`config.mk`:
```
export PLATFORM = sky130hd
export DESIGN_NAME = operand_fetch_stage_flat
export DESIGN_NICKNAME = d
export VERILOG_FILES = /design/src/rtl/operand_fetch_stage_if.sv /design/src/rtl/operand_fetch_stage.sv /design/src/flat_wrapper.sv
export SDC_FILE = /design/constraint.sdc
export NUM_CORES = 2
export LEC_CHECK = 0
export ABC_CLOCK_PERIOD_IN_PS = 2650
export CAP_MARGIN = 20
export CORE_AREA = 2 2 391 393
export CTS_CLUSTER_DIAMETER = 60
export DETAILED_ROUTE_END_ITERATION = 7
export DIE_AREA = 0 0 393 395
export GPL_TIMING_DRIVEN = 0
export PLACE_DENSITY_LB_ADDON = 0.15
export RECOVER_POWER = 50
export SYNTH_ARGS = -nofsm -noshare
export SYNTH_HDL_FRONTEND = slang
export SYNTH_SLANG_ARGS = --single-unit
```
`constraint.sdc`:
```
create_clock -name clock -period 2.65 [get_ports clock]
set_input_delay 0.3975 -clock clock [delete_from_list [all_inputs] [get_ports clock]]
set_output_delay 0.3975 -clock clock [all_outputs]
set_load 0.01 [all_outputs]
```
`src/rtl/operand_fetch_stage_if.sv`:
```
// Shared types and handshake bundle for operand_fetch_stage.
//   operand_fetch_stage_pkg : ALUMode_t (REGISTER / OP_IMM).
//   operand_fetch_stage_if  : decode-side request (in_*), ALU-side result
//                             (out_*, registered operands and control) and
//                             the writeback write port (wr_*).
//   modport master : drives requests, writes and out_ready (decode/ALU/writeback side).
//   modport slave  : the operand fetch stage itself.
package operand_fetch_stage_pkg;
    typedef enum logic {
        REGISTER = 1'b0,
        OP_IMM   = 1'b1
    } ALUMode_t;
endpackage

interface operand_fetch_stage_if #(
    parameter int unsigned DATA_WIDTH = 32,
    parameter int unsigned ADDR_WIDTH = 5
);
    // Decode side
    logic                               in_valid;
    logic                               in_ready;
    logic [ADDR_WIDTH-1:0]              rs1_addr_in;
    logic [ADDR_WIDTH-1:0]              rs2_addr_in;
    logic [ADDR_WIDTH-1:0]              rd_addr_in;
    logic [31:0]                        immediateI_in;
    logic [2:0]                         funct3_in;
    logic [6:0]                         funct7_in;
    operand_fetch_stage_pkg::ALUMode_t  aluMode_in;

    // ALU side
    logic                               out_valid;
    logic                               out_ready;
    logic [DATA_WIDTH-1:0]              rs1;
    logic [DATA_WIDTH-1:0]              rs2;
    logic [31:0]                        immediateI;
    logic [2:0]                         funct3;
    logic [6:0]                         funct7;
    operand_fetch_stage_pkg::ALUMode_t  aluMode;
    logic [ADDR_WIDTH-1:0]              rd_addr;

    // Writeback port
    logic                               wr_en;
    logic [ADDR_WIDTH-1:0]              wr_addr;
    logic [DATA_WIDTH-1:0]              wr_data;

    modport master (
        output in_valid, rs1_addr_in, rs2_addr_in, rd_addr_in, immediateI_in,
               funct3_in, funct7_in, aluMode_in, out_ready, wr_en, wr_addr, wr_data,
        input  in_ready, out_valid, rs1, rs2, immediateI, funct3, funct7, aluMode, rd_addr
    );

    modport slave (
        input  in_valid, rs1_addr_in, rs2_addr_in, rd_addr_in, immediateI_in,
               funct3_in, funct7_in, aluMode_in, out_ready, wr_en, wr_addr, wr_data,
        output in_ready, out_valid, rs1, rs2, immediateI, funct3, funct7, aluMode, rd_addr
    );
endinterface

```
`src/rtl/operand_fetch_stage.sv`:
```
// operand_fetch_stage: RV32I register file (x0 hardwired to zero, one
// synchronous write port) feeding a one-entry operand register in front of
// the ALU under a valid/ready handshake.
//   clock : rising-edge clock.
//   reset : asynchronous active-low reset.
//   bus   : operand_fetch_stage_if.slave (decode request, ALU result, writeback).
// Build option: OPERAND_FETCH_BYPASS_EN forwards a same-edge writeback into
// the operands being captured; without it the pre-write value is captured.
module operand_fetch_stage #(
    parameter int unsigned DATA_WIDTH = 32,
    parameter int unsigned REG_COUNT  = 32,
    parameter int unsigned ADDR_WIDTH = 5
) (
    input  logic                   clock,
    input  logic                   reset,
    operand_fetch_stage_if.slave   bus
);
    import operand_fetch_stage_pkg::*;

    if (ADDR_WIDTH != $clog2(REG_COUNT)) begin : g_bad_cfg
        $error("operand_fetch_stage: ADDR_WIDTH must equal clog2(REG_COUNT)");
    end

    typedef enum logic {
        EMPTY = 1'b0,
        FULL  = 1'b1
    } state_t;

    state_t                 state_q, state_d;
    logic [DATA_WIDTH-1:0]  regs_q [REG_COUNT];

    logic [DATA_WIDTH-1:0]  rs1_q, rs1_d;
    logic [DATA_WIDTH-1:0]  rs2_q, rs2_d;
    logic [ADDR_WIDTH-1:0]  rs1_idx_q, rs1_idx_d;
    logic [ADDR_WIDTH-1:0]  rs2_idx_q, rs2_idx_d;
    logic [ADDR_WIDTH-1:0]  rd_addr_q, rd_addr_d;
    logic [31:0]            imm_q, imm_d;
    logic [2:0]             funct3_q, funct3_d;
    logic [6:0]             funct7_q, funct7_d;
    ALUMode_t               mode_q, mode_d;

    logic                   in_ready_c;
    logic                   accept_c;
    logic                   wr_ok_c;
    logic [DATA_WIDTH-1:0]  rs1_rd_c;
    logic [DATA_WIDTH-1:0]  rs2_rd_c;

    // Index addresses an implemented register (only matters when REG_COUNT < 2**ADDR_WIDTH).
    function automatic logic in_range(input logic [ADDR_WIDTH-1:0] a);
        return 32'(a) < REG_COUNT;
    endfunction

    // Handshake: no skid, so the stage takes a new entry only if empty or draining.
    assign in_ready_c = (state_q == EMPTY) || bus.out_ready;
    assign accept_c   = bus.in_valid && in_ready_c;
    assign wr_ok_c    = bus.wr_en && (bus.wr_addr != '0) && in_range(bus.wr_addr);

    // Combinational array reads; x0 and unimplemented indices read zero.
    always_comb begin
        rs1_rd_c = '0;
        rs2_rd_c = '0;
        if ((bus.rs1_addr_in != '0) && in_range(bus.rs1_addr_in)) rs1_rd_c = regs_q[bus.rs1_addr_in];
        if ((bus.rs2_addr_in != '0) && in_range(bus.rs2_addr_in)) rs2_rd_c = regs_q[bus.rs2_addr_in];
    end

    // Next state for the FSM and the operand register.
    always_comb begin
        state_d   = state_q;
        rs1_d     = rs1_q;
        rs2_d     = rs2_q;
        rs1_idx_d = rs1_idx_q;
        rs2_idx_d = rs2_idx_q;
        rd_addr_d = rd_addr_q;
        imm_d     = imm_q;
        funct3_d  = funct3_q;
        funct7_d  = funct7_q;
        mode_d    = mode_q;

        case (state_q)
            EMPTY: if (bus.in_valid) state_d = FULL;
            FULL:  if (bus.out_ready) state_d = bus.in_valid ? FULL : EMPTY;
        endcase

        if (accept_c) begin
            rs1_d     = rs1_rd_c;
            rs2_d     = rs2_rd_c;
`ifdef OPERAND_FETCH_BYPASS_EN
            if (wr_ok_c && (bus.wr_addr == bus.rs1_addr_in)) rs1_d = bus.wr_data;
            if (wr_ok_c && (bus.wr_addr == bus.rs2_addr_in)) rs2_d = bus.wr_data;
`endif
            rs1_idx_d = bus.rs1_addr_in;
            rs2_idx_d = bus.rs2_addr_in;
            rd_addr_d = bus.rd_addr_in;
            imm_d     = bus.immediateI_in;
            funct3_d  = bus.funct3_in;
            funct7_d  = bus.funct7_in;
            mode_d    = bus.aluMode_in;
        end else if ((state_q == FULL) && !bus.out_ready) begin
            // Stalled entry tracks writebacks to its sources so it is never stale when consumed.
            if (wr_ok_c && (bus.wr_addr == rs1_idx_q)) rs1_d = bus.wr_data;
            if (wr_ok_c && (bus.wr_addr == rs2_idx_q)) rs2_d = bus.wr_data;
        end
    end

    // Register file; entry 0 is never written and stays zero.
    always_ff @(posedge clock or negedge reset) begin
        if (!reset) begin
            for (int i = 0; i < int'(REG_COUNT); i++) regs_q[i] <= '0;
        end else if (wr_ok_c) begin
            regs_q[bus.wr_addr] <= bus.wr_data;
        end
    end

    // FSM state and operand register.
    always_ff @(posedge clock or negedge reset) begin
        if (!reset) begin
            state_q   <= EMPTY;
            rs1_q     <= '0;
            rs2_q     <= '0;
            rs1_idx_q <= '0;
            rs2_idx_q <= '0;
            rd_addr_q <= '0;
            imm_q     <= '0;
            funct3_q  <= '0;
            funct7_q  <= '0;
            mode_q    <= REGISTER;
        end else begin
            state_q   <= state_d;
            rs1_q     <= rs1_d;
            rs2_q     <= rs2_d;
            rs1_idx_q <= rs1_idx_d;
            rs2_idx_q <= rs2_idx_d;
            rd_addr_q <= rd_addr_d;
            imm_q     <= imm_d;
            funct3_q  <= funct3_d;
            funct7_q  <= funct7_d;
            mode_q    <= mode_d;
        end
    end

    assign bus.in_ready   = in_ready_c;
    assign bus.out_valid  = (state_q == FULL);
    assign bus.rs1        = rs1_q;
    assign bus.rs2        = rs2_q;
    assign bus.immediateI = imm_q;
    assign bus.funct3     = funct3_q;
    assign bus.funct7     = funct7_q;
    assign bus.aluMode    = mode_q;
    assign bus.rd_addr    = rd_addr_q;

endmodule

```
`src/flat_wrapper.sv`:
```
// flat-port wrapper written by rule: the top's interface ports become plain ports
module operand_fetch_stage_flat import operand_fetch_stage_pkg::*;
#(
    parameter int unsigned DATA_WIDTH = 32,
    parameter int unsigned REG_COUNT  = 32,
    parameter int unsigned ADDR_WIDTH = 5
)
  (clock, reset, bus_in_valid, bus_rs1_addr_in, bus_rs2_addr_in, bus_rd_addr_in, bus_immediateI_in, bus_funct3_in, bus_funct7_in, bus_aluMode_in, bus_out_ready, bus_wr_en, bus_wr_addr, bus_wr_data, bus_in_ready, bus_out_valid, bus_rs1, bus_rs2, bus_immediateI, bus_funct3, bus_funct7, bus_aluMode, bus_rd_addr);
  operand_fetch_stage_if #(.DATA_WIDTH(DATA_WIDTH), .ADDR_WIDTH(ADDR_WIDTH)) bus_i ();
  input  logic clock;
  input  logic reset;
  input wire logic [$bits(bus_i.in_valid)-1:0] bus_in_valid;
  input wire logic [$bits(bus_i.rs1_addr_in)-1:0] bus_rs1_addr_in;
  input wire logic [$bits(bus_i.rs2_addr_in)-1:0] bus_rs2_addr_in;
  input wire logic [$bits(bus_i.rd_addr_in)-1:0] bus_rd_addr_in;
  input wire logic [$bits(bus_i.immediateI_in)-1:0] bus_immediateI_in;
  input wire logic [$bits(bus_i.funct3_in)-1:0] bus_funct3_in;
  input wire logic [$bits(bus_i.funct7_in)-1:0] bus_funct7_in;
  input wire logic [$bits(bus_i.aluMode_in)-1:0] bus_aluMode_in;
  input wire logic [$bits(bus_i.out_ready)-1:0] bus_out_ready;
  input wire logic [$bits(bus_i.wr_en)-1:0] bus_wr_en;
  input wire logic [$bits(bus_i.wr_addr)-1:0] bus_wr_addr;
  input wire logic [$bits(bus_i.wr_data)-1:0] bus_wr_data;
  output wire logic [$bits(bus_i.in_ready)-1:0] bus_in_ready;
  output wire logic [$bits(bus_i.out_valid)-1:0] bus_out_valid;
  output wire logic [$bits(bus_i.rs1)-1:0] bus_rs1;
  output wire logic [$bits(bus_i.rs2)-1:0] bus_rs2;
  output wire logic [$bits(bus_i.immediateI)-1:0] bus_immediateI;
  output wire logic [$bits(bus_i.funct3)-1:0] bus_funct3;
  output wire logic [$bits(bus_i.funct7)-1:0] bus_funct7;
  output wire logic [$bits(bus_i.aluMode)-1:0] bus_aluMode;
  output wire logic [$bits(bus_i.rd_addr)-1:0] bus_rd_addr;
  assign bus_i.in_valid = bus_in_valid;
  assign bus_i.rs1_addr_in = bus_rs1_addr_in;
  assign bus_i.rs2_addr_in = bus_rs2_addr_in;
  assign bus_i.rd_addr_in = bus_rd_addr_in;
  assign bus_i.immediateI_in = bus_immediateI_in;
  assign bus_i.funct3_in = bus_funct3_in;
  assign bus_i.funct7_in = bus_funct7_in;
  assign bus_i.aluMode_in = bus_aluMode_in;
  assign bus_i.out_ready = bus_out_ready;
  assign bus_i.wr_en = bus_wr_en;
  assign bus_i.wr_addr = bus_wr_addr;
  assign bus_i.wr_data = bus_wr_data;
  assign bus_in_ready = bus_i.in_ready;
  assign bus_out_valid = bus_i.out_valid;
  assign bus_rs1 = bus_i.rs1;
  assign bus_rs2 = bus_i.rs2;
  assign bus_immediateI = bus_i.immediateI;
  assign bus_funct3 = bus_i.funct3;
  assign bus_funct7 = bus_i.funct7;
  assign bus_aluMode = bus_i.aluMode;
  assign bus_rd_addr = bus_i.rd_addr;
  operand_fetch_stage #(.DATA_WIDTH(DATA_WIDTH), .REG_COUNT(REG_COUNT), .ADDR_WIDTH(ADDR_WIDTH)) u_core (.clock(clock), .reset(reset), .bus(bus_i));
endmodule
```
After elaboration in Yosys (flattened, before gate mapping):

Cells that the tools add are included.

* bits of input ports: 100
* output and inout port bits: 114
* register bits after elaboration: 1147

* bitwise logic cells: 4
* reductions and logical operators: 16
* magnitude comparators: 4
* muxes and demuxes: 20
* eq/ne operators: 2

Operator list (number)
* $bwmux 1024: 1
* $mux 32: 13
* $bmux 32 s5: 2
* $demux 32 s5: 1
* $ge 6x6->1 const B: 3
* $not 5->6: 3
* $reduce_bool 5->1: 3
* $eq 5x5->1: 2
* $logic_and 1x1->1: 6
* $lt 6x1->1 const B: 1
* $reduce_bool 2->1: 3
* $reduce_and 2->1: 2
* $mux 1: 2
* $pmux 1 s2: 1
* $logic_not 1->1: 1
* $logic_or 1x1->1: 1
* $not 1->1: 1

Longest topological paths before layout:

* word-level depth: 6
* depth in mapped cells: 9
* depth with buffers taken out: 5

Least setup slack after synthesis:

Ideal clock, no wire load.

* path kind: input -> register
* start point: input bus_rs2_addr_in[0]
* end point: register u_core.rs2_q[10], in the netlist u_core.bus.rs2[10]
* stages: 7
* buffers on the path: 4
* library setup time: 0.142 ns
* slack: 0.574 ns
* arrival: 1.934 ns
* data required time: 2.508 ns
* cells stage by stage: buf_2 > buf_2 > buf_4 > buf_4 > mux4_2 > a22oi_1 > a41oi_1

* longest elaborated chain between the ends: 6
* elaborated cells on any way between the ends: 7

Ends and longest elaborated chain
* start, declared: RTL line flat_wrapper.sv:14 `input wire logic [$bits(bus_i.rs2_addr_in)-1:0] bus_rs2_addr_in;`
* $not 5->6 (not written as such): RTL line operand_fetch_stage.sv:63 `if ((bus.rs2_addr_in != '0) && in_range(bus.rs2_addr_in)) rs2_rd_c = regs_q[bus.rs2_addr_in];`
* $bmux 32 s5: RTL line operand_fetch_stage.sv:63
* $mux 32 (not written as such) (2 in a row): RTL line operand_fetch_stage.sv:63
* $mux 32 *: RTL line operand_fetch_stage.sv:63
* $mux 32 *: RTL line operand_fetch_stage.sv:84 `if (accept_c) begin`
* end signal, assigned: RTL line operand_fetch_stage.sv:130 `rs2_q <= rs2_d;`
* end, declared: RTL line operand_fetch_stage.sv:33 `logic [DATA_WIDTH-1:0] rs2_q, rs2_d;`

Mark *: on every way between the ends. The rest lies on a longest branch, timed or not. The select of a mux whose other input is x is not followed.
A chain may end at the register's enable or synchronous reset.

Worst setup path after layout:

* start point: input bus_wr_addr[4]
* end point: register u_core.regs_q[556] (netlist name)

* longest elaborated chain between the ends: 6
* elaborated cells on any way between the ends: 9

Ends and longest elaborated chain
* start, declared: RTL line flat_wrapper.sv:22 `input wire logic [$bits(bus_i.wr_addr)-1:0] bus_wr_addr;`
* $not 5->6 (not written as such): RTL line operand_fetch_stage.sv:110 `regs_q[bus.wr_addr] <= bus.wr_data;`
* $ge 6x6->1 (not written as such) or $lt 6x1->1 (tied branches): RTL line operand_fetch_stage.sv:110
* $logic_and 1x1->1 (not written as such): RTL line operand_fetch_stage.sv:110
* $mux 32 (not written as such): RTL line operand_fetch_stage.sv:110
* $demux 32 s5: RTL line operand_fetch_stage.sv:110
* $bwmux 1024: RTL line operand_fetch_stage.sv:110
* end signal, assigned by index: RTL line operand_fetch_stage.sv:110
* end, declared: RTL line operand_fetch_stage.sv:30 `logic [DATA_WIDTH-1:0] regs_q [REG_COUNT];`

Parallel ways exist; a longest one is shown, timed or not.

==> results.tsv <==
metric	value	unit
outcome	finished with violations	
violated checks	slew limit, setup timing	
Core ar.	151000	um2
ys async rst share	1.00	
die span in y	395	um
final worst setup slack	-140	ps
gp weighted congestion	0.949	
Fin. Hold Viols	0	
gr usage total	0.304	
CTS buffer count	143	
compound-gate portion of the synthesized area	0.0711	
number of global-route vias before repair	43000	
top post-synthesis cells by area	dfrtp_1 (48%), mux2_2 (21%), mux4_2 (12%), mux2i_1 (5.3%), a22oi_1 (2.4%)	
clk buf depth	3	
syn nets	4427	
CTS H-tree depth	4	
register area share after synthesis	0.478	
Syn-to-layout area delta	16.5	%
mux share of post-synthesis cell area	0.383	
Adder-Cell Fraction of Synth Area	0	
f_max	0.358	GHz
nets	4795	
Worst-path clk slew	60	ps
Slew @ Worst Pin	1580	ps
Die W	393	um
Yosys top cell area share	0.478	
critical path endpoint category	register	
placed cell areas	65000	um2
Hold Path Class	in2reg	
I/O Pins	214	
Leak Pwr	30.3	nW
post-route cell area	70000	um2
Post-synth EDFFs	0	
worst-path maximum fanout	10	
Yosys top cell by area	dfrtp_1	
Mapped Area	60100	um2
relative slew slack	-0.0566	
hpwl dp	166000	um
Final min period	2790	ps
Yosys warning total	0	
die area	155000	um2
DRT antenna net count	0	
# clock sinks	1147	
Final Power	54.3	mW
GRT overflow	0	
worst clock skew	31.0	ps
Setup CP Type	in2reg	
Seq cells post-synth	1147	
Distinct cells, synth	40	
final WL	237000	um
DRC Markers	0	
RSZ-0062 raised after global routing	no	
initial antenna violation count	9	
DR vias	43000	
Gate Count Post-Synth	4327	
effective utilization at floorplan	0.397	
largest net degree at the start of global routing	167	
syn avg cell area	13.9	um2
wire per inst	34.7	um
Synth Area in XOR/XNOR	0.00146	
vias per std cell	6.29	
first-pass GRT wire length	331000	um
1st-iter DRT viols	4566	
fillers	13600	
max cap viols	0	
Power Density	776	nW/um2
Arrival @ worst endpoint	3460	ps
maximum VDD drop	0.711	mV
Skew-Pair Late Insertion Delay	800	ps
Synth Flop Type	dfrtp_1	
most numerous cell in the Yosys netlist	dfrtp_1	
fraction of layout cells with a size suffix above 1	0.401	
combinational family with the most area after synthesis	multiplexers	
Worst EP required	3320	ps
most frequent cells after synthesis	dfrtp_1 (1147), mux2_2 (1119), mux2i_1 (320), mux4_2 (320), clkbuf_1 (294)	
Setup Viol. Count Final	73	
Max Slew Vio Count	150	
post-synthesis simple-gate area fraction	0.0288	
row count	143	
CP Launch Type	input port	
final worst-path cycle share	1.05	
Clk Tree Root Cell	clkbuf_16	
router iterations before antenna repair	7	
buffers added on ports	205	
CTS tree	done	
post-CTS setup buffers	0	
-- critical path, stage by stage --
cell and delay, ps:
clkdlybuf4s50_1 670, buf_2 310, nand3b_1 220, nor2_1 780, buf_2 650, mux2_2 400
-- through the flow --
step	setup WS (ps)	setup TNS, ps	hold slack [ps]	utilization	cells
2_1_floorplan	574	0	102	-	4327
3_3_place_gp	-53620	-	454	0.428	6562
3_5_place_dp	-1300	-506470	415	0.430	6580
4_1_cts	16.0	0	87.6	0.463	6832
5_1_grt	2.22	0	118	0.463	6833
6_report	-140	-3500	130	0.463	6838
-- path summary, 6_finish.rpt --
| check | startpoint | to | slack (ps) | depth (start not counted) |
|---|---|---|---|---|
| setup / recovery | bus_wr_addr[4] | u_core.regs_q[556] | -140 | 6 |
| hold / removal | bus_rd_addr_in[0] | u_core.bus.rd_addr[0] | 130 | 3 |
| max in group asynchronous | reset | u_core.regs_q[367] | 310 | 4 |
| setup reg to reg | u_core.bus.out_valid | u_core.bus.rs1[4] | 60 | 5 |
| min in group asynchronous | reset | u_core.regs_q[646] | 200 | 2 |
| hold reg to reg | u_core.bus.immediateI[8] | u_core.bus.immediateI[8] | 460 | 2 |
-- cell families after synthesis --
group	count (synthesis)
multiplexers	1760
flip-flops	1147
AND/OR/NAND/NOR	387
XOR/XNOR	10
AO/OA/AOI/OAI	515
buffers and inverters	508
-- registers in the layout, summed over array words and instances (netlist names) --
signal,count
u_core.bus.aluMode,1
u_core.bus.funct3,3
u_core.bus.funct7,7
u_core.bus.immediateI,32
u_core.bus.out_valid,1
u_core.bus.rd_addr,5
u_core.bus.rs1,32
u_core.bus.rs2,32
u_core.regs_q,1024
u_core.rs1_idx_q,5
u_core.rs2_idx_q,5
-- repair_timing --
action                                  in CTS  in global routing
endpoints found under the setup margin     120                 65
resized for setup                           37                 42
hold buffers                                 1                  0
hold endpoints to repair                   119                  0
-- metal layers --
metal | up-vias | global-route usage | share of wire
li1 | 17400 | - | -
met1 | 22900 | 0.405 | 0.41
met2 | 2148 | 0.452 | 0.44
met3 | 567 | 0.0779 | 0.086
met4 | 6 | 0.169 | 0.063
met5 | - | 0 | 0.00016
-- where the power goes --
group          switching (mW)  internal [mW]
logic                    5.00           5.75
clock network            8.01           12.5
registers                2.39           20.7
-- placed cells by master, fill, tap and decap left out, drive strengths merged, types with 2 or more instances in the layout --
master / instances
mux4: 320
bufinv: 12
nor2b: 6
buf: 222
inv: 5
nand3: 68
nor4b: 3
and4b: 2
clkbuf: 517
a211oi: 64
and2: 3
nor4bb: 2
a221oi: 64
a221o: 64
a22oi: 192
or4: 2
a41oi: 64
dlygate4sd3: 86
clkinvlp: 4
dfrtp: 1147
nand2: 260
clkdlybuf4s50: 119
nand2b: 2
mux2i: 320
nand3b: 3
nand4b: 5
xnor2: 10
diode: 6
and4: 2
or2: 3
o41ai: 64
mux2: 1120
nor2: 18
nor3b: 3
clkinv: 17
o211a: 2
-- area by class of cell --
type                    instances  area [um2]  share of cell area
flip-flops and latches       1147       28700               0.410
clock inverters                37         536             0.00765
diodes                          6        15.0            0.000215
repair buffers                225        2400              0.0343
clock buffers                 215        4340              0.0620
multi-input cells            2672       29100               0.416
inverters                       1        8.76            0.000125
well taps                    2030        2540              0.0363
plain buffers                 505        2310              0.0330
(Power assumes the default switching activity.)
